<file path="config.mk">
export PLATFORM = sky130hd
export DESIGN_NAME = rv32i_dmem_ctrl
export DESIGN_NICKNAME = d
export VERILOG_FILES = /design/src/rtl/rv32i_dmem_ctrl.sv
export SDC_FILE = /design/constraint.sdc
export NUM_CORES = 1
export LEC_CHECK = 0
export CORE_ASPECT_RATIO = 0.6
export CORE_UTILIZATION = 45
export CTS_CLUSTER_DIAMETER = 100
export DETAILED_ROUTE_END_ITERATION = 16
export DONT_BUFFER_PORTS = 1
export GPL_TIMING_DRIVEN = 0
export HOLD_SLACK_MARGIN = 0.02
export SLEW_MARGIN = 10
export SYNTH_ARGS = -nofsm -noshare
export SYNTH_HDL_FRONTEND = slang
export SYNTH_SLANG_ARGS = --single-unit
</file>
<file path="constraint.sdc">
create_clock -name clk -period 3.77 [get_ports clk]
set_clock_uncertainty 0.05 [all_clocks]
set_input_delay 0.377 -clock clk [delete_from_list [all_inputs] [get_ports clk]]
set_output_delay 0.377 -clock clk [all_outputs]
set_load 0.02 [all_outputs]
</file>
<file path="src/rtl/rv32i_dmem_ctrl.sv">
// -----------------------------------------------------------------------------
// rv32i_dmem_ctrl
//   Data-memory sequencer for the RV32I MEM stage plus a DMA port, sharing one
//   single-port, word-wide RAM with a registered read (data one cycle after
//   m_en & !m_we). Requests are arbitrated round-robin. Misaligned accesses
//   that cross a word boundary become two word transactions (A, then A+1 with
//   wrap). Store data is lane-steered with byte strobes; load data is
//   reassembled from the two words, truncated and sign/zero extended.
//
// Ports
//   clk, rst                       clock, synchronous active-high reset
//   core_req/acc/adr/sz/s_us/wdata core request (acc 01=load, 10=store)
//   core_ready/rdata/err           one-cycle completion, load data, size error
//   dma_req/we/adr/wdata           DMA word request (address bits [1:0] ignored)
//   dma_ready/rdata                one-cycle completion, read data
//   m_en/we/wstrb/adr/wdata        RAM command (all zero while m_en=0)
//   m_rdata                        RAM read data
// -----------------------------------------------------------------------------
module rv32i_dmem_ctrl #(
  parameter int ADDR_W = 8
) (
  input  logic              clk,
  input  logic              rst,
  input  logic              core_req,
  input  logic [1:0]        core_acc,
  input  logic [31:0]       core_adr,
  input  logic [1:0]        core_sz,
  input  logic              core_s_us,
  input  logic [31:0]       core_wdata,
  output logic              core_ready,
  output logic [31:0]       core_rdata,
  output logic              core_err,
  input  logic              dma_req,
  input  logic              dma_we,
  input  logic [31:0]       dma_adr,
  input  logic [31:0]       dma_wdata,
  output logic              dma_ready,
  output logic [31:0]       dma_rdata,
  output logic              m_en,
  output logic              m_we,
  output logic [3:0]        m_wstrb,
  output logic [ADDR_W-1:0] m_adr,
  output logic [31:0]       m_wdata,
  input  logic [31:0]       m_rdata
);

  localparam logic [1:0] ACC_LD = 2'b01;
  localparam logic [1:0] ACC_ST = 2'b10;
  localparam logic [1:0] SZ_ILL = 2'b11;

  typedef enum logic [2:0] {IDLE, RD_A, RD_B, WR_B, RESP} state_t;

  state_t state, state_nxt;

  // control
  logic last_dma;

  // request selected in IDLE
  logic              core_v, dma_v, pick_dma, accept;
  logic              sel_store, sel_err, sel_sus, sel_span;
  logic [1:0]        sel_sz, sel_off;
  logic [ADDR_W-1:0] sel_adr_a;
  logic [31:0]       sel_wdata;

  // latched request and captured read words
  logic              gnt_dma, req_store, req_err, req_sus, req_span;
  logic [1:0]        req_sz, req_off;
  logic [ADDR_W-1:0] req_adr_a;
  logic [31:0]       req_wdata, word_a, word_b;

  // Only the word-address field of the byte address is decoded.
  logic unused_adr_bits;
  assign unused_adr_bits = ^{core_adr[31:ADDR_W+2], dma_adr[31:ADDR_W+2], dma_adr[1:0]};

  function automatic logic [3:0] size_mask(input logic [1:0] sz);
    case (sz)
      2'b00:   return 4'b0001;
      2'b01:   return 4'b0011;
      default: return 4'b1111;
    endcase
  endfunction

  // True when the last byte touched lies beyond byte 3 of word A.
  function automatic logic spans(input logic [1:0] off, input logic [1:0] sz);
    logic [2:0] nbytes;
    logic [2:0] end_pos;
    case (sz)
      2'b00:   nbytes = 3'd1;
      2'b01:   nbytes = 3'd2;
      default: nbytes = 3'd4;
    endcase
    end_pos = {1'b0, off} + nbytes;
    return end_pos > 3'd4;
  endfunction

  // Store data shifted into a two-word window; hi selects the word-B half.
  function automatic logic [31:0] lane_data(input logic [31:0] wdata, input logic [1:0] off,
                                            input logic hi);
    logic [63:0] pair;
    pair = {32'b0, wdata} << {off, 3'b000};
    return hi ? pair[63:32] : pair[31:0];
  endfunction

  function automatic logic [3:0] lane_strb(input logic [1:0] sz, input logic [1:0] off,
                                           input logic hi);
    logic [7:0] pair;
    pair = {4'b0, size_mask(sz)} << off;
    return hi ? pair[7:4] : pair[3:0];
  endfunction

  // Little-endian extraction from {word B, word A}, then truncate and extend.
  function automatic logic [31:0] load_extend(input logic [63:0] pair, input logic [1:0] off,
                                              input logic [1:0] sz, input logic zext);
    logic [31:0] w;
    w = 32'(pair >> {off, 3'b000});
    case (sz)
      2'b00:   return zext ? {24'b0, w[7:0]}  : {{24{w[7]}}, w[7:0]};
      2'b01:   return zext ? {16'b0, w[15:0]} : {{16{w[15]}}, w[15:0]};
      default: return w;
    endcase
  endfunction

  // Round-robin: on a tie the requester that did not win last time is granted.
  always_comb begin
    core_v    = core_req && (core_acc == ACC_LD || core_acc == ACC_ST);
    dma_v     = dma_req;
    pick_dma  = dma_v && (!core_v || !last_dma);
    accept    = core_v || dma_v;
    sel_store = pick_dma ? dma_we : (core_acc == ACC_ST);
    sel_sz    = pick_dma ? 2'b10 : core_sz;
    sel_off   = pick_dma ? 2'b00 : core_adr[1:0];
    sel_adr_a = pick_dma ? dma_adr[ADDR_W+1:2] : core_adr[ADDR_W+1:2];
    sel_wdata = pick_dma ? dma_wdata : core_wdata;
    sel_sus   = core_s_us;
    sel_err   = !pick_dma && (core_sz == SZ_ILL);
    sel_span  = spans(sel_off, sel_sz);
  end

  // Control state
  always_ff @(posedge clk) begin
    if (rst) begin
      state    <= IDLE;
      last_dma <= 1'b1;
    end else begin
      state <= state_nxt;
      if (state == RESP) last_dma <= gnt_dma;
    end
  end

  // Request latch and read-data capture
  always_ff @(posedge clk) begin
    if (state == IDLE && accept) begin
      gnt_dma   <= pick_dma;
      req_store <= sel_store;
      req_err   <= sel_err;
      req_sus   <= sel_sus;
      req_span  <= sel_span;
      req_sz    <= sel_sz;
      req_off   <= sel_off;
      req_adr_a <= sel_adr_a;
      req_wdata <= sel_wdata;
    end
    if (state == RD_A) word_a <= m_rdata;
    if (state == RD_B) word_b <= m_rdata;
  end

  // Next state and outputs; reset holds every output low.
  always_comb begin
    state_nxt  = state;
    core_ready = 1'b0;
    core_rdata = '0;
    core_err   = 1'b0;
    dma_ready  = 1'b0;
    dma_rdata  = '0;
    m_en       = 1'b0;
    m_we       = 1'b0;
    m_wstrb    = '0;
    m_adr      = '0;
    m_wdata    = '0;
    if (!rst) begin
      case (state)
        IDLE: begin
          if (accept) begin
            if (sel_err) begin
              state_nxt = RESP;
            end else begin
              m_en  = 1'b1;
              m_adr = sel_adr_a;
              if (sel_store) begin
                m_we      = 1'b1;
                m_wstrb   = lane_strb(sel_sz, sel_off, 1'b0);
                m_wdata   = lane_data(sel_wdata, sel_off, 1'b0);
                state_nxt = sel_span ? WR_B : RESP;
              end else begin
                state_nxt = RD_A;
              end
            end
          end
        end
        RD_A: begin
          if (req_span) begin
            m_en      = 1'b1;
            m_adr     = req_adr_a + ADDR_W'(1);
            state_nxt = RD_B;
          end else begin
            state_nxt = RESP;
          end
        end
        RD_B: state_nxt = RESP;
        WR_B: begin
          m_en      = 1'b1;
          m_we      = 1'b1;
          m_adr     = req_adr_a + ADDR_W'(1);
          m_wstrb   = lane_strb(req_sz, req_off, 1'b1);
          m_wdata   = lane_data(req_wdata, req_off, 1'b1);
          state_nxt = RESP;
        end
        RESP: begin
          if (gnt_dma) begin
            dma_ready = 1'b1;
            dma_rdata = req_store ? '0 : word_a;
          end else begin
            core_ready = 1'b1;
            core_err   = req_err;
            core_rdata = (req_store || req_err) ? '0
                       : load_extend({word_b, word_a}, req_off, req_sz, req_sus);
          end
          state_nxt = IDLE;
        end
        default: state_nxt = IDLE;
      endcase
    end
  end

endmodule

</file>
==> impl_results.md <==
- Vias in the first global route: 5,492
- Total CTS buffers: 9
- Placed inst area: just over 7000 um^2
- Slew at the pin with the worst max-slew slack: 0.9571 ns
- Worst EP required: 3.34 ns
- # setup viols final: 0
- First-pass GRT wire length: 33,530 um
- Hold Path Stages: 0
- Routability cong.: 0.9220
- R2R Setup Slk: 0.53 ns
- Stages on worst setup path: 9
- Seq/Total Area, Yosys: 43.87%
- Power after layout: 3.377 mW
- Buf/Inv on CP: 4
- PD cells: 451.4 nW/um^2
- Worst setup path category: input port to primary output
- Slowest-stage cell, CP: clkbuf_1
- Post-Route Setup TNS: 0 ns
- Primary FF master, synth: edfxtp_1
- CP delay by family, top: buffers and inverters
- Post-DRT Antenna Nets: 0
- CP startpoint: core_adr[0]
- RSZ-0062 raised after global routing: no
- Share of flip-flops with an asynchronous set or reset: 0%
- Worst Hold Class: input port to register
- Leading post-synthesis cells by cell area: edfxtp_1 43%, mux4_2 10%, mux2i_1 6.5%
- Yosys warns: 0
- RR Endpoint: state[0]
- Yosys cell types: 51
- Peak VDD IR: 0.0002360 V
- Gr usage total: 28.51%
- Non-filler cells, final: 871
- Vias per cell: 6.467
- Max-Cap Viols: 0
- Nature of the critical path startpoint: input port
- Row cnt: 34
- Area of the die: about 16,000 um^2
- Reg2reg start: last_dma
- Post-route cell area: between 7000 and 8000 um^2
- Worst hold slack: approximately 0.071 ns
- Synth Instances: 655
- Max frequency: 272.0 MHz
- IO Count: 283
- Layout cells sized above 1: 16.64%
- Critical path peak fanout: 10
- Area fraction of the dominant cell type after synthesis: 42.70%
- #FFs+latches synth: 101
- Clock Tree Buf Depth: 2
- Final Util: 51.12%
- DPL Wire Length: roughly 16,000 um
- Top post-synthesis cells by count: 113 x nand2_1, 97 x edfxtp_1, 44 x mux2i_1, 41 x nor2_1, 37 x a21oi_1
- Final WL: ~22,000 um
- Fin crit period: roughly 3.7 ns
- Max incr delay on CP: 0.57 ns
- Cell mode on critical path: clkbuf_1
- WP data arrival: 3.25 ns
- Clock sinks: between 100 and 150
- Setup ws final: between 0.09 and 0.1 ns
- Count leader, synth: nand2_1
- Initial detailed-routing violation count: 546
- Final Hold Viols: 0
- CP Cell Sequence: clkbuf_1 > clkbuf_1 > clkbuf_1 > and2_1 > inv_1 > ha_1 > nand2_1 > o21ai_0 > a21oi_1
- H-tree levels: 3
- Status: complete, no violations
- Worst skew pair latency: 0.34 ns
- Core footprint: about 15,000 um^2
- Initial core utilization: 46.61%
- EDFF count, synth: 97
- Die width: 161.0 um
- Cell Area, Synth: 6822 um^2
- CTS hold repair buffers: 0
- Port Buf Inserts: 0
- Pleak: 2.758 nW
- Die span in y: 97.37 um
- Clk root buf: clkbuf_16
- Worst setup endpoint: m_wstrb[3]
- Nets: 843
- Final cycle utilization of the critical path: 97.51%
- Dpl cells: 855
- Cell taking the most area after synthesis: edfxtp_1
- Post-Syn Area per Cell: roughly 10 um^2
- GRT Residual Overflow: 0
- Synth-to-layout area growth: 9.666%
- Post-Syn Nets: 830
- Setup crit end kind: primary output
- Wire length per cell: 25.61 um
- Diode count: 0
- Reg2reg path depth: 12
- Clock-pin slew on the worst setup and hold paths: 0.08 ns
- Slew HR: 36.19%
- Largest net degree at the start of global routing: 31
- Pins Over Slew Limit: 0
- DRC Markers: 0
- First-pass DRT Iterations: 5
- Setup bufs post-CTS: 0
- Dpl ws: -0.09654 ns
- Initial antenna violation count: 0
- Vias: 5,633
- CTS tree: yes
==> cell families after synthesis <==
kind of cell,after synthesis,synth area share [%]
adder cells (fa/ha/maj),5,1.027
buffers and inverters,78,4.622
flip-flops,101,43.87
XOR/XNOR,3,0.3853
multiplexers,93,19.66
AND/OR/NAND/NOR,242,16.86
AO/OA/AOI/OAI,133,13.57
==> repair_timing <==
item                       CTS  global route
setup endpoints to repair    2            38
gates resized for setup      2            13
pin swaps                    0             0
==> cells in the final DEF, fill, tap and decap left out, types with 19 or more instances in the layout <==
master and instances:
nand2_1 113, inv_1 26, o211ai_1 19, mux4_2 31
nor2_1 39, mux2i_1 44, and2_1 35, clkbuf_1 32
edfxtp_1 97, a21oi_1 37
==> registers in the layout, indices dropped and copies added, names as in the netlist <==
register / flops
word_a: 32
req_wdata: 24
word_b: 24
req_adr_a: 8
state: 3
req_off: 2
req_sz: 2
gnt_dma: 1
last_dma: 1
req_err: 1
req_span: 1
req_store: 1
req_sus: 1
==> layout make-up <==
class / instances / area [um^2]
buffer: 50 / 217.7
clock buffer: 9 / 225.2
sequential: 101 / 2993
multi-input combinational: 476 / 3580
tap: 198 / 247.7
fill: 1325 / 7153
inverter: 28 / 105.1
clock inverter: 7 / 72.57
timing repair buffer: 2 / 40.04
==> how the worst min path moves through the flow <==
stage	start	endpoint
finish	m_rdata[4]	word_a[4]
global route	m_rdata[19]	word_b[19]
CTS	m_rdata[4]	word_a[4]
detailed placement	m_rdata[26]	word_a[26]
global placement	m_rdata[26]	word_a[26]
floorplan	core_s_us	req_sus
==> routing by layer <==
layer,vias to the layer above,track usage [%],wire length [um]
met5,-,0,0
met4,0,6.386,225
met3,30,8.237,2562
met2,368,40.29,9768
met1,2793,42.82,9752
li1,2442,-,-
==> power by group <==
part / switching (mW) / internal, mW
Clock: 0.471 / 0.471
Sequential: 0.0912 / 1.41
Combinational: 0.576 / 0.361
Total: 1.14 / 2.24
Power figures use the tool's default switching activity.
